## src/rtl/wb_axis_out_fifo.sv

```systemverilog
`timescale 1ns/1ps
// AXI-Stream sink FIFO drained over Wishbone: a DATA register pops the FIFO head and
// a STATUS/CLEAR register reports occupancy and frame state.
//
// state    | meaning
// ---------+------------------------------------------------------------
// IDLE     | no access in flight; decode a new Wishbone request
// POP_WAIT | DATA read pending; ack and pop once the FIFO holds a beat
// STAT     | STATUS read; ack with the status word
// CLR      | CLEAR write; ack and zero last_seen / beat_cnt
module wb_axis_out_fifo #(
   parameter int pDATA_WIDTH = 32,
   parameter int FIFO_DEPTH  = 8,
   parameter int CNT_W       = 5
) (
   input  logic                   wb_clk_i,
   input  logic                   wb_rst_i,
   input  logic                   wbs_stb_i,
   input  logic                   wbs_cyc_i,
   input  logic                   wbs_we_i,
   input  logic [3:0]             wbs_sel_i,
   input  logic [31:0]            wbs_dat_i,
   input  logic [31:0]            wbs_adr_i,
   output logic                   wbs_ack_o,
   output logic [31:0]            wbs_dat_o,
   input  logic                   sm_tvalid,
   input  logic [pDATA_WIDTH-1:0] sm_tdata,
   input  logic                   sm_tlast,
   output logic                   sm_tready
);
   localparam int               PTR_W   = (FIFO_DEPTH > 1) ? $clog2(FIFO_DEPTH) : 1;
   localparam logic [CNT_W-1:0] DEPTH_C = CNT_W'(FIFO_DEPTH);

   typedef enum logic [1:0] {IDLE, POP_WAIT, STAT, CLR} state_t;
   state_t state, state_nxt;

   logic [pDATA_WIDTH:0] mem [FIFO_DEPTH];
   logic [pDATA_WIDTH:0] head;
   logic [PTR_W-1:0]     rd_ptr, wr_ptr;
   logic [CNT_W-1:0]     count;
   logic                 last_seen;
   logic [15:0]          beat_cnt;
   logic                 hit, rd_data, rd_stat, wr_clr;
   logic                 full, empty, push, pop, clr;
   logic                 unused_ok;

   assign unused_ok = ^{wbs_sel_i, wbs_dat_i};

   assign hit     = (wbs_adr_i[31:24] == 8'h30) & wbs_stb_i & wbs_cyc_i;
   assign rd_data = hit & ~wbs_we_i & (wbs_adr_i[23:0] == 24'h00_0084);
   assign rd_stat = hit & ~wbs_we_i & (wbs_adr_i[23:0] == 24'h00_008C);
   assign wr_clr  = hit &  wbs_we_i & (wbs_adr_i[23:0] == 24'h00_008C);

   assign full      = (count == DEPTH_C);
   assign empty     = (count == '0);
   assign sm_tready = ~full & ~wb_rst_i;
   assign push      = sm_tvalid & sm_tready;
   assign head      = mem[rd_ptr];

   always_comb begin
      state_nxt = state;
      wbs_ack_o = 1'b0;
      wbs_dat_o = '0;
      pop       = 1'b0;
      clr       = 1'b0;
      case (state)
         IDLE: begin
            if (rd_data)      state_nxt = POP_WAIT;
            else if (rd_stat) state_nxt = STAT;
            else if (wr_clr)  state_nxt = CLR;
         end
         POP_WAIT: begin
            // count is registered, so a beat pushed this cycle is only visible next cycle
            if (!(wbs_stb_i & wbs_cyc_i)) begin
               state_nxt = IDLE;
            end else if (!empty) begin
               wbs_ack_o = 1'b1;
               wbs_dat_o = 32'(head[pDATA_WIDTH-1:0]);
               pop       = 1'b1;
               state_nxt = IDLE;
            end
         end
         STAT: begin
            wbs_ack_o = 1'b1;
            wbs_dat_o = {beat_cnt, 8'(count), 4'b0000, last_seen,
                         head[pDATA_WIDTH] & ~empty, full, empty};
            state_nxt = IDLE;
         end
         CLR: begin
            wbs_ack_o = 1'b1;
            clr       = 1'b1;
            state_nxt = IDLE;
         end
         default: state_nxt = IDLE;
      endcase
      if (wb_rst_i) begin
         wbs_ack_o = 1'b0;
         wbs_dat_o = '0;
         pop       = 1'b0;
         clr       = 1'b0;
      end
   end

   always_ff @(posedge wb_clk_i) begin
      if (wb_rst_i) begin
         state     <= IDLE;
         rd_ptr    <= '0;
         wr_ptr    <= '0;
         count     <= '0;
         last_seen <= 1'b0;
         beat_cnt  <= '0;
      end else begin
         state <= state_nxt;
         if (push) wr_ptr <= wr_ptr + 1'b1;
         if (pop)  rd_ptr <= rd_ptr + 1'b1;
         case ({push, pop})
            2'b10:   count <= count + 1'b1;
            2'b01:   count <= count - 1'b1;
            default: count <= count;
         endcase
         // a push in the same cycle as CLEAR takes precedence
         if (push & sm_tlast) last_seen <= 1'b1;
         else if (clr)        last_seen <= 1'b0;
         if (clr)       beat_cnt <= {15'd0, push};
         else if (push) beat_cnt <= beat_cnt + 16'd1;
      end
   end

   always_ff @(posedge wb_clk_i) begin
      if (push) mem[wr_ptr] <= {sm_tlast, sm_tdata};
   end
endmodule

```

## config.mk

```make
export PLATFORM = sky130hd
export DESIGN_NAME = wb_axis_out_fifo
export DESIGN_NICKNAME = d
export VERILOG_FILES = /design/src/rtl/wb_axis_out_fifo.sv
export SDC_FILE = /design/constraint.sdc
export NUM_CORES = 1
export LEC_CHECK = 0
export BUFFER_PORTS_ARGS = -buffer_cell sky130_fd_sc_hd__buf_2
export CAP_MARGIN = 20
export CORE_UTILIZATION = 63
export CTS_CLUSTER_SIZE = 8
export DETAILED_ROUTE_END_ITERATION = 8
export PLACE_DENSITY = 0.85
export SETUP_SLACK_MARGIN = 0.2
export SLEW_MARGIN = 10
export SYNTH_ARGS = -nofsm -noshare
export SYNTH_HDL_FRONTEND = slang
export SYNTH_SLANG_ARGS = --single-unit
```

## constraint.sdc

```tcl
create_clock -name wb_clk_i -period 8.6 [get_ports wb_clk_i]
set_clock_uncertainty 0.05 [all_clocks]
set_input_delay 1.29 -clock wb_clk_i [delete_from_list [all_inputs] [get_ports wb_clk_i]]
set_output_delay 1.29 -clock wb_clk_i [all_outputs]
set_load 0.1 [all_outputs]
```

==> flow_metrics.tcl, run 1 <==
set metrics [dict create \
    outcome "complete, no violations" \
    fin_crit_ps 5020 \
    stdcell_count 1067 \
    crit-reg2reg-launch "count[1]" \
    rsz0062_at_grt "false" \
    grt_pass1_vias 7197 \
    ctsResizeCount 0 \
    synthArstFlopShare 0 \
    syn_to_final_growth_pct 16.2 \
    layout-drive-gt1-share 0.300 \
    antenna_found_initial 0 \
    dieArea_um2 19700 \
    postCtsSetupBuffers 0 \
    pin_count 141 \
    dieHeight_um 141 \
    initial_core_util 0.644 \
    io_buffers 104 \
    drtAntennaViolNets 0 \
    cts_tree "built" \
    clk_pin_slew_ps 50 \
    hold_viol_final 0 \
    yosys.area.top_type "edfxtp_1" \
    gp_congestion 0.875 \
    endpoint_kind "output pin" \
    synthFlopType "edfxtp_1" \
    final.period_utilization 0.584 \
    dp_cells 1005 \
    grt_pass1_wl_mm 41.4 \
    synth_area_um2 12100 \
    critPathRequiredTime_ps 7260 \
    drc 0 \
    nets 935 \
    p_leak_nw 4.60 \
    synth_top_cell_area_share 0.656 \
    seq_area_um2 8590 \
    core_um2 18800 \
    grt.overflow.total 0 \
    yosys-top-cells-area "edfxtp_1 (66%), mux4_2 (12%), dfxtp_1 (5.5%)" \
    worstMarginPinSlew_ps 1070 \
    fmax_mhz 199 \
    cp.arrival_ps 3680 \
    clock_latency_ps 530 \
    start_kind "input pin" \
    multiInputGateArea_um2 3310 \
    dr_total_vias 6963 \
    root_buffer "clkbuf_16" \
    synth_edf_count 264 \
    n_antenna_cell 0 \
    max_cap_violations 0 \
    drt-initial-drc-count 690 \
    final.setup.tns_ps 0 \
    setup_violations 0 \
    hp-start "last_seen" \
    slew_headroom 0.286 \
    rows 50 \
    path_class "input pin to output pin" \
    cts_buffers 43 \
    timing.critical_path.from "wb_rst_i" \
    layout_commonest_cell "edfxtp_1" \
    dpl.hpwl_mm 15.0 \
    crit_fanout 26 \
    avgSynthCellArea_um2 17.5 \
    routed_wl_mm 27.1 \
    synth_cell_types 45 \
    grt_usage 0.288 \
    die_w_um 141 \
    ys_seq_elements 297 \
    htree_levels 2 \
    yosys_warnings 0 \
    cts_hold_buf 0 \
    clock_path_buffers 3 \
    fillers 1063 \
    syn_inst 690 \
    dr.pass1.iters 5 \
    yosysSeqAreaShare 0.711 \
    holdCritPathClass "flop to flop" \
    power.density_nw_per_um2 228 \
    clkSinkCount 297 \
    syn-num-nets 809 \
    drv_slew 0 \
    worst_ir_drop_vdd_mv 0.197 \
    via_per_inst 6.53 \
    wl_per_cell_um 25.4 \
    mostFrequentLayoutCells "edfxtp_1 (264), buf_2 (104), nor2_1 (80)" \
    grt_max_degree 43 \
]
logic make-up after synthesis:
| kind of cell | Yosys count | synth area share |
|---|---|---|
| flip-flops | 297 | 0.711 |
| AND/OR/NAND/NOR | 151 | 0.0597 |
| multiplexers | 103 | 0.154 |
| AO/OA/AOI/OAI | 60 | 0.0300 |
| buffers and inverters | 48 | 0.0198 |
| XOR/XNOR | 19 | 0.0138 |
| adder cells (fa/ha/maj) | 12 | 0.0124 |
worst max-delay path, cell delays in order:
cell and delay (ps):
buf_2 240, inv_1 240, nand2_1 610, or2_2 660, nor2_1 170, buf_2 450
per-layer routing:
metal / global-route usage / share of wire
met1: 0.374 / 0.38
met2: 0.479 / 0.50
met3: 0.0636 / 0.091
met4: 0.118 / 0.032
met5: 0 / 0
layout make-up:
| type | count | area share |
|---|---|---|
| Clock buffer | 58 | 0.0806 |
| Clock inverter | 4 | 0.00410 |
| Inverter | 11 | 0.00294 |
| Multi-Input combinational cell | 345 | 0.235 |
| Sequential cell | 297 | 0.612 |
| Tap cell | 234 | 0.0208 |
| Timing Repair Buffer | 118 | 0.0445 |
flip-flops by register name, summed over array words and instances (netlist names), named ones only:
signal	cells
count	5
wr_ptr	3
state	2
beat_cnt	16
rd_ptr	3
last_seen	1
mem	264
Yosys cell counts (all sizes together) (9+ instances only):
master  instances
edfxtp        264
nor2           81
mux4           66
mux2i          36
a21oi          34
dfxtp          33
buf            22
nand2          18
clkbuf         15
ha             12
xnor2          12
inv            11
o21ai           9
power by group:
part	total (mW)	internal, mW	switching, mW
logic	0.105	0.0381	0.0667
registers	1.61	1.59	0.0114
clock network	1.49	0.912	0.577
per-stage QoR:
step                cell area (µm²)  setup WS, ps  hold slack [ps]  power, mW  utilization
finish                        14000          3580              435       3.20        0.749
global route                  14000          3360              495       3.28        0.749
CTS                           14000          3530              432       3.21        0.749
detailed placement            12900          3700              421       1.73        0.685
global placement              12900          3750              417       1.72        0.685
floorplan                     12100          2760              396       1.68            -
final timing paths:
check	end	slack (ps)	depth (start not counted)
hold reg to reg	last_seen	430	2
setup reg to reg	count[4]	4970	11
hold / removal	last_seen	430	2
setup / recovery	wbs_dat_o[7]	3580	6
(Power assumes the default switching activity.)
==> run 2, diff against run 1 <==
--- a/config.mk
+++ b/config.mk
@@ -5,12 +5,13 @@
 export SDC_FILE = /design/constraint.sdc
 export NUM_CORES = 1
 export LEC_CHECK = 0
+export ABC_AREA = 1
 export BUFFER_PORTS_ARGS = -buffer_cell sky130_fd_sc_hd__buf_2
 export CAP_MARGIN = 20
-export CORE_UTILIZATION = 63
+export CORE_UTILIZATION = 53
 export CTS_CLUSTER_SIZE = 8
 export DETAILED_ROUTE_END_ITERATION = 8
-export PLACE_DENSITY = 0.85
+export PLACE_DENSITY = 0.76
 export SETUP_SLACK_MARGIN = 0.2
 export SLEW_MARGIN = 10
 export SYNTH_ARGS = -nofsm -noshare
==> constraint.sdc (replaced) <==
create_clock -name wb_clk_i -period 4.3 [get_ports wb_clk_i]
set_clock_uncertainty 0.05 [all_clocks]
set_input_delay 0.645 -clock wb_clk_i [delete_from_list [all_inputs] [get_ports wb_clk_i]]
set_output_delay 0.645 -clock wb_clk_i [all_outputs]
set_load 0.1 [all_outputs]
==> run 2 against run 1 <==
  * Die area increased by 22%
  * Clock power is 99% higher
  * Core utilization down 11 points
  * Hold slack got worse by 110 ps
  * Sequential share of layout area decreased by 1.9 points
  * Largest cell class unchanged
  * Largest power group unchanged
==> flow_metrics.tcl, run 2 <==
set metrics [dict create \
    outcome "complete, no violations" \
    dr_total_vias 8513 \
    io_buffers 104 \
    synth_top_cell_area_share 0.640 \
    worstMarginPinSlew_ps 1020 \
    dp_slack_ps 1110 \
    die_w_um 155 \
    via_per_inst 5.71 \
    layout-drive-gt1-share 0.176 \
    cp.arrival_ps 2980 \
    finalWorstSetupSlack_ps 629 \
    synthFlopType "edfxtp_1" \
    yosys_warnings 0 \
    fin_crit_ps 3670 \
    power.density_nw_per_um2 469 \
    yosysSeqAreaShare 0.693 \
    dp_cells 1427 \
    ctsResizeCount 0 \
    internal_power_mw 5.18 \
    hp-start "sm_tdata[17]" \
    synth_cell_types 43 \
    holdPathStages 1 \
    drt-initial-drc-count 722 \
    grt_pass1_wl_mm 43.8 \
    rrSetupSlack_ps 1680 \
    drc 0 \
    syn-num-nets 1165 \
    avgSynthCellArea_um2 11.8 \
    largest_reg_flops 264 \
    stdcell_count 1492 \
    crit_fanout 56 \
    rr_worst_depth 7 \
    rows 55 \
    grt_max_degree 87 \
    endpoint_kind "output pin" \
    layout_commonest_cell "edfxtp_1" \
    switchingPower_mw 1.62 \
    synth_common_cells "edfxtp_1 (264), nor2_1 (195), o21ai_0 (138)" \
    fmax_mhz 272 \
    gp_congestion 0.852 \
    grt.overflow.total 0 \
    critical_path.cell_chain "inv_2, o21ai_0, o221ai_1, nand3_1, a21oi_1, buf_2" \
    cpMaxStageDelayCell "inv_2" \
    critPathRequiredTime_ps 3610 \
    reg_top3 "mem: 264 flops, beat_cnt: 16 flops, count: 5 flops" \
    core_um2 22800 \
    r2r-end "mem[6][24]" \
    cts_tree "built" \
    clk_pin_slew_ps 50 \
    slew_headroom 0.322 \
    hold_end "mem[1][17]" \
    hold_viol_final 0 \
    fillers 1691 \
    dpl.hpwl_mm 15.7 \
    antenna_found_initial 3 \
    htree_levels 2 \
    synthArstFlopShare 0 \
    synth_area_um2 12400 \
    clock_path_buffers 3 \
    rsz0062_at_grt "false" \
    wl_per_cell_um 19.0 \
    ys_seq_elements 297 \
    routed_wl_mm 28.4 \
    synth_edf_count 264 \
    worst_ir_drop_vdd_mv 0.373 \
    pin_count 141 \
    mostFrequentLayoutCells "edfxtp_1 (264), nor2_1 (187), o21ai_0 (138)" \
    yosys.area.top_type "edfxtp_1" \
    cts_hold_buf 0 \
    dieArea_um2 24000 \
    initial_core_util 0.544 \
    dr.pass1.iters 5 \
    crit_path_max_incr_delay_ps 720 \
    crit-reg2reg-launch "count[2]" \
    start_kind "flop" \
    syn_inst 1046 \
    worst_path_dominant_cell_family "buffers and inverters" \
    nets 1278 \
    setup_violations 0 \
    path_class "flop to output pin" \
    yosys-top-cells-area "edfxtp_1 (64%), nor2_1 (5.9%), o21ai_0 (5.6%)" \
    syn_to_final_growth_pct 17.0 \
    path_buf_inv 2 \
    drtAntennaViolNets 0 \
    max_cap_violations 0 \
    drv_slew 0 \
    grt_usage 0.242 \
    final.period_utilization 0.854 \
    clkSinkCount 297 \
    clockPowerShare 0.437 \
    cts_buffers 43 \
    yosys.cell_count.top_type "edfxtp_1" \
    dieHeight_um 155 \
    p_seq_frac 0.475 \
    cp_num_cells 6 \
    postCtsSetupBuffers 0 \
    largest-register "mem" \
    grt_pass1_vias 8447 \
    p_leak_nw 5.06 \
    final.setup.tns_ps 0 \
    root_buffer "clkbuf_16" \
    p_sw_frac 0.238 \
    clock_latency_ps 530 \
    power_frac_comb 0.088 \
    power_mw 6.80 \
    holdCritPathClass "input pin to flop" \
]
==> run 2: changes by cell type after synthesis, sizes merged, moves of 12 or more <==
cell | before | now
o21ai | 9 | 145
nor2 | 81 | 201
nand2 | 18 | 93
mux4 | 66 | 0
o221ai | 0 | 44
inv | 11 | 49
mux2i | 36 | 0
nand3 | 6 | 32
o22ai | 2 | 18
clkbuf | 15 | 28
a21oi | 34 | 46
==> run 2: power groups by stage <==
stage,Sequential [mW],Clock [mW],Combinational [mW]
floorplan,3.28,0,0.407
global placement,3.28,0,0.579
detailed placement,3.28,0,0.586
CTS,3.23,3.00,0.598
global route,3.23,3.11,0.663
finish,3.23,2.97,0.601
==> run 2: worst max-delay path by stage <==
stage | slack, ps | start | endpoint
final | 630 | flop | wbs_dat_o[25]
after global routing | 480 | flop | wbs_dat_o[23]
after CTS | 640 | flop | wbs_dat_o[25]
after detailed placement | 1110 | wbs_stb_i | wbs_dat_o[23]
after global placement | 1120 | wbs_cyc_i | wbs_dat_o[1]
after floorplan | 310 | state[0] | wbs_ack_o
==> run 2: logic make-up (layout without fill, tap and decap cells) <==
group,count (synthesis),after routing,synth area share
DFF,297,297,0.693
adders and majority gates,12,12,0.0121
xor gates and xnor gates,8,8,0.00566
other,0,3,0
and+or+nand+nor,342,342,0.117
buffers and inverters,110,240,0.0403
AOI/OAI and AO/OA,277,277,0.131
==> run 2: final cells by class <==
cell class | instances | area, µm² | area share
Multi-Input combinational cell | 639 | 3360 | 0.232
Clock inverter | 4 | 63.8 | 0.00440
Clock buffer | 58 | 1130 | 0.0781
Timing Repair Buffer | 128 | 751 | 0.0518
Inverter | 50 | 189 | 0.0130
Tap cell | 313 | 392 | 0.0270
Sequential cell | 297 | 8590 | 0.593
Antenna cell | 3 | 7.51 | 0.000518
==> run 2: routing by layer <==
| metal | vias up | global-route usage | share of wire |
|---|---|---|---|
| li1 | 4030 | - | - |
| met3 | 62 | 0.0482 | 0.075 |
| met4 | 0 | 0.130 | 0.030 |
| met1 | 4029 | 0.297 | 0.40 |
| met2 | 392 | 0.404 | 0.49 |
| met5 | - | 0 | 0 |
==> run 2: metrics by stage <==
step,utilization,hold WS (ps),cell area (µm²)
final,0.636,323,14500
after global routing,0.636,332,14500
after CTS,0.636,311,14500
after detailed placement,0.583,403,13300
after global placement,0.583,396,13300
after floorplan,-,383,12400
==> run 3, diff against run 2 <==
--- a/config.mk
+++ b/config.mk
@@ -8,6 +8,7 @@
 export ABC_AREA = 1
 export BUFFER_PORTS_ARGS = -buffer_cell sky130_fd_sc_hd__buf_2
 export CAP_MARGIN = 20
+export CORE_MARGIN = 4
 export CORE_UTILIZATION = 53
 export CTS_CLUSTER_SIZE = 8
 export DETAILED_ROUTE_END_ITERATION = 8
==> run 3 against run 2 <==
  * Non-clock buffer count is the same
  * Count of clock-buffer cells in the layout grew 1
  * Hold slack gained 16 ps
  * Core utilization shrank 0.42 points
  * Sequential share of layout area grew 0.21 points
  * Critical endpoint is now wbs_dat_o[11]
  * Critical path type unchanged
  * Largest power group unchanged
  * Critical path depth grew 4
==> flow_metrics.tcl, run 3 (synthesis gave the netlist of run 2 again) <==
set metrics [dict create \
    outcome "complete, no violations" \
    worst_path_dominant_cell_family "buffers and inverters" \
    holdCritPathClass "input pin to flop" \
    power.density_nw_per_um2 468 \
    routed_wl_mm 29.2 \
    crit_fanout 14 \
    fillers 1728 \
    clk_pin_slew_ps 50 \
    power_mw 6.76 \
    final.period_utilization 0.900 \
    hold_viol_final 0 \
    grt_use_met1 0.293 \
    largest_reg_flops 264 \
    clock_path_buffers 3 \
    dieArea_um2 25900 \
    cpMaxStageDelayCell "inv_1" \
    cp.arrival_ps 3180 \
    root_buffer "clkbuf_16" \
    dr.pass1.iters 5 \
    n_antenna_cell 0 \
    final.setup.tns_ps 0 \
    path_buf_inv 5 \
    clkSinkCount 297 \
    slew_headroom 0.492 \
    critPathRequiredTime_ps 3610 \
    setup_violations 0 \
    gr-usage-met2 0.370 \
    p_leak_nw 5.05 \
    drv_slew 0 \
    worst_ir_drop_vdd_mv 0.297 \
    grt.overflow.total 0 \
    nets 1278 \
    mostFrequentLayoutCells "edfxtp_1 (264), nor2_1 (187), o21ai_0 (138)" \
    reg_top3 "mem: 264 flops, beat_cnt: 16 flops, count: 5 flops" \
    die_w_um 161 \
    drc 0 \
    postCtsSetupBuffers 0 \
    critical_path.cell_chain "inv_1, ha_1, inv_1, nor2_1, nand2_2, inv_1, buf_4, nand3_1, a21oi_1, buf_2" \
    rows 55 \
    endpoint_kind "output pin" \
    drt-initial-drc-count 873 \
    cts_hold_buf 0 \
    use_met3 0.0385 \
    drtAntennaViolNets 0 \
    cts_tree "built" \
    dpl.hpwl_mm 16.6 \
    layout-drive-gt1-share 0.175 \
    initial_core_util 0.542 \
    antenna_found_initial 1 \
    grt_usage 0.221 \
    syn_to_final_growth_pct 16.5 \
    largest-register "mem" \
    crit_path_max_incr_delay_ps 490 \
    core_um2 22800 \
    dieHeight_um 161 \
    io_buffers 104 \
    cp_common_cell "inv_1" \
    grt_pass1_wl_mm 44.6 \
    fin_crit_ps 3870 \
    rsz0062_at_grt "false" \
    busiest_layer "met2" \
    worstMarginPinSlew_ps 762 \
    pin_count 141 \
    wl_per_cell_um 19.6 \
    fmax_mhz 258 \
    max_cap_violations 0 \
    cts_buffers 43 \
    path_class "flop to output pin" \
    grt_max_degree 87 \
    start_kind "flop" \
    clock_latency_ps 520 \
    htree_levels 2 \
    layout_commonest_cell "edfxtp_1" \
    grt_pass1_vias 8254 \
    dr_total_vias 8568 \
    via_per_inst 5.75 \
    gp_congestion 0.860 \
]
-- run 3: repair_timing --
action	CTS	global route
gates resized for setup	0	1
hold endpoints to repair	0	0
setup endpoints to repair	0	2
-- run 3: final cells by class --
cell class | count | area, µm² | area share
inverters | 50 | 189 | 0.0131
clock buffers | 59 | 1140 | 0.0787
well taps | 313 | 392 | 0.0271
multi-input cells | 639 | 3360 | 0.233
repair buffers | 128 | 729 | 0.0505
flip-flops and latches | 297 | 8590 | 0.595
clock inverters | 3 | 37.5 | 0.00260
-- run 3: worst paths after layout --
path	startpoint	endpoint	slack, ps	cells past startpoint
worst min-delay path	sm_tdata[26]	mem[3][26]	340	1
worst max-delay path	state[1]	wbs_dat_o[11]	430	10
worst min register to register	rd_ptr[2]	flop	410	2
worst max register to register	count[2]	mem[6][14]	1590	7
-- run 3: per-layer routing --
layer  routed length [µm]  up-vias
li1                     -     4037
met1                11900     4086
met2                14300      387
met3                 2230       56
met4                  800        2
met5                   13        -
-- run 3: power breakdown --
group	switching, mW	internal [mW]
registers	0.0411	3.20
logic	0.430	0.157
clock network	1.12	1.81
-- run 3: metrics by stage --
| stage | hold WS, ps | setup WS, ps | std cells | cell area, µm² | util |
|---|---|---|---|---|---|
| 3_5_place_dp | 407 | 872 | 1427 | 13300 | 0.580 |
| 3_3_place_gp | 398 | 904 | 1426 | 13200 | 0.580 |
| 5_1_grt | 340 | 280 | 1489 | 14400 | 0.632 |
| 6_report | 339 | 429 | 1489 | 14400 | 0.632 |
| 4_1_cts | 318 | 384 | 1489 | 14400 | 0.632 |
| 2_1_floorplan | 383 | 306 | 1046 | 12400 | - |
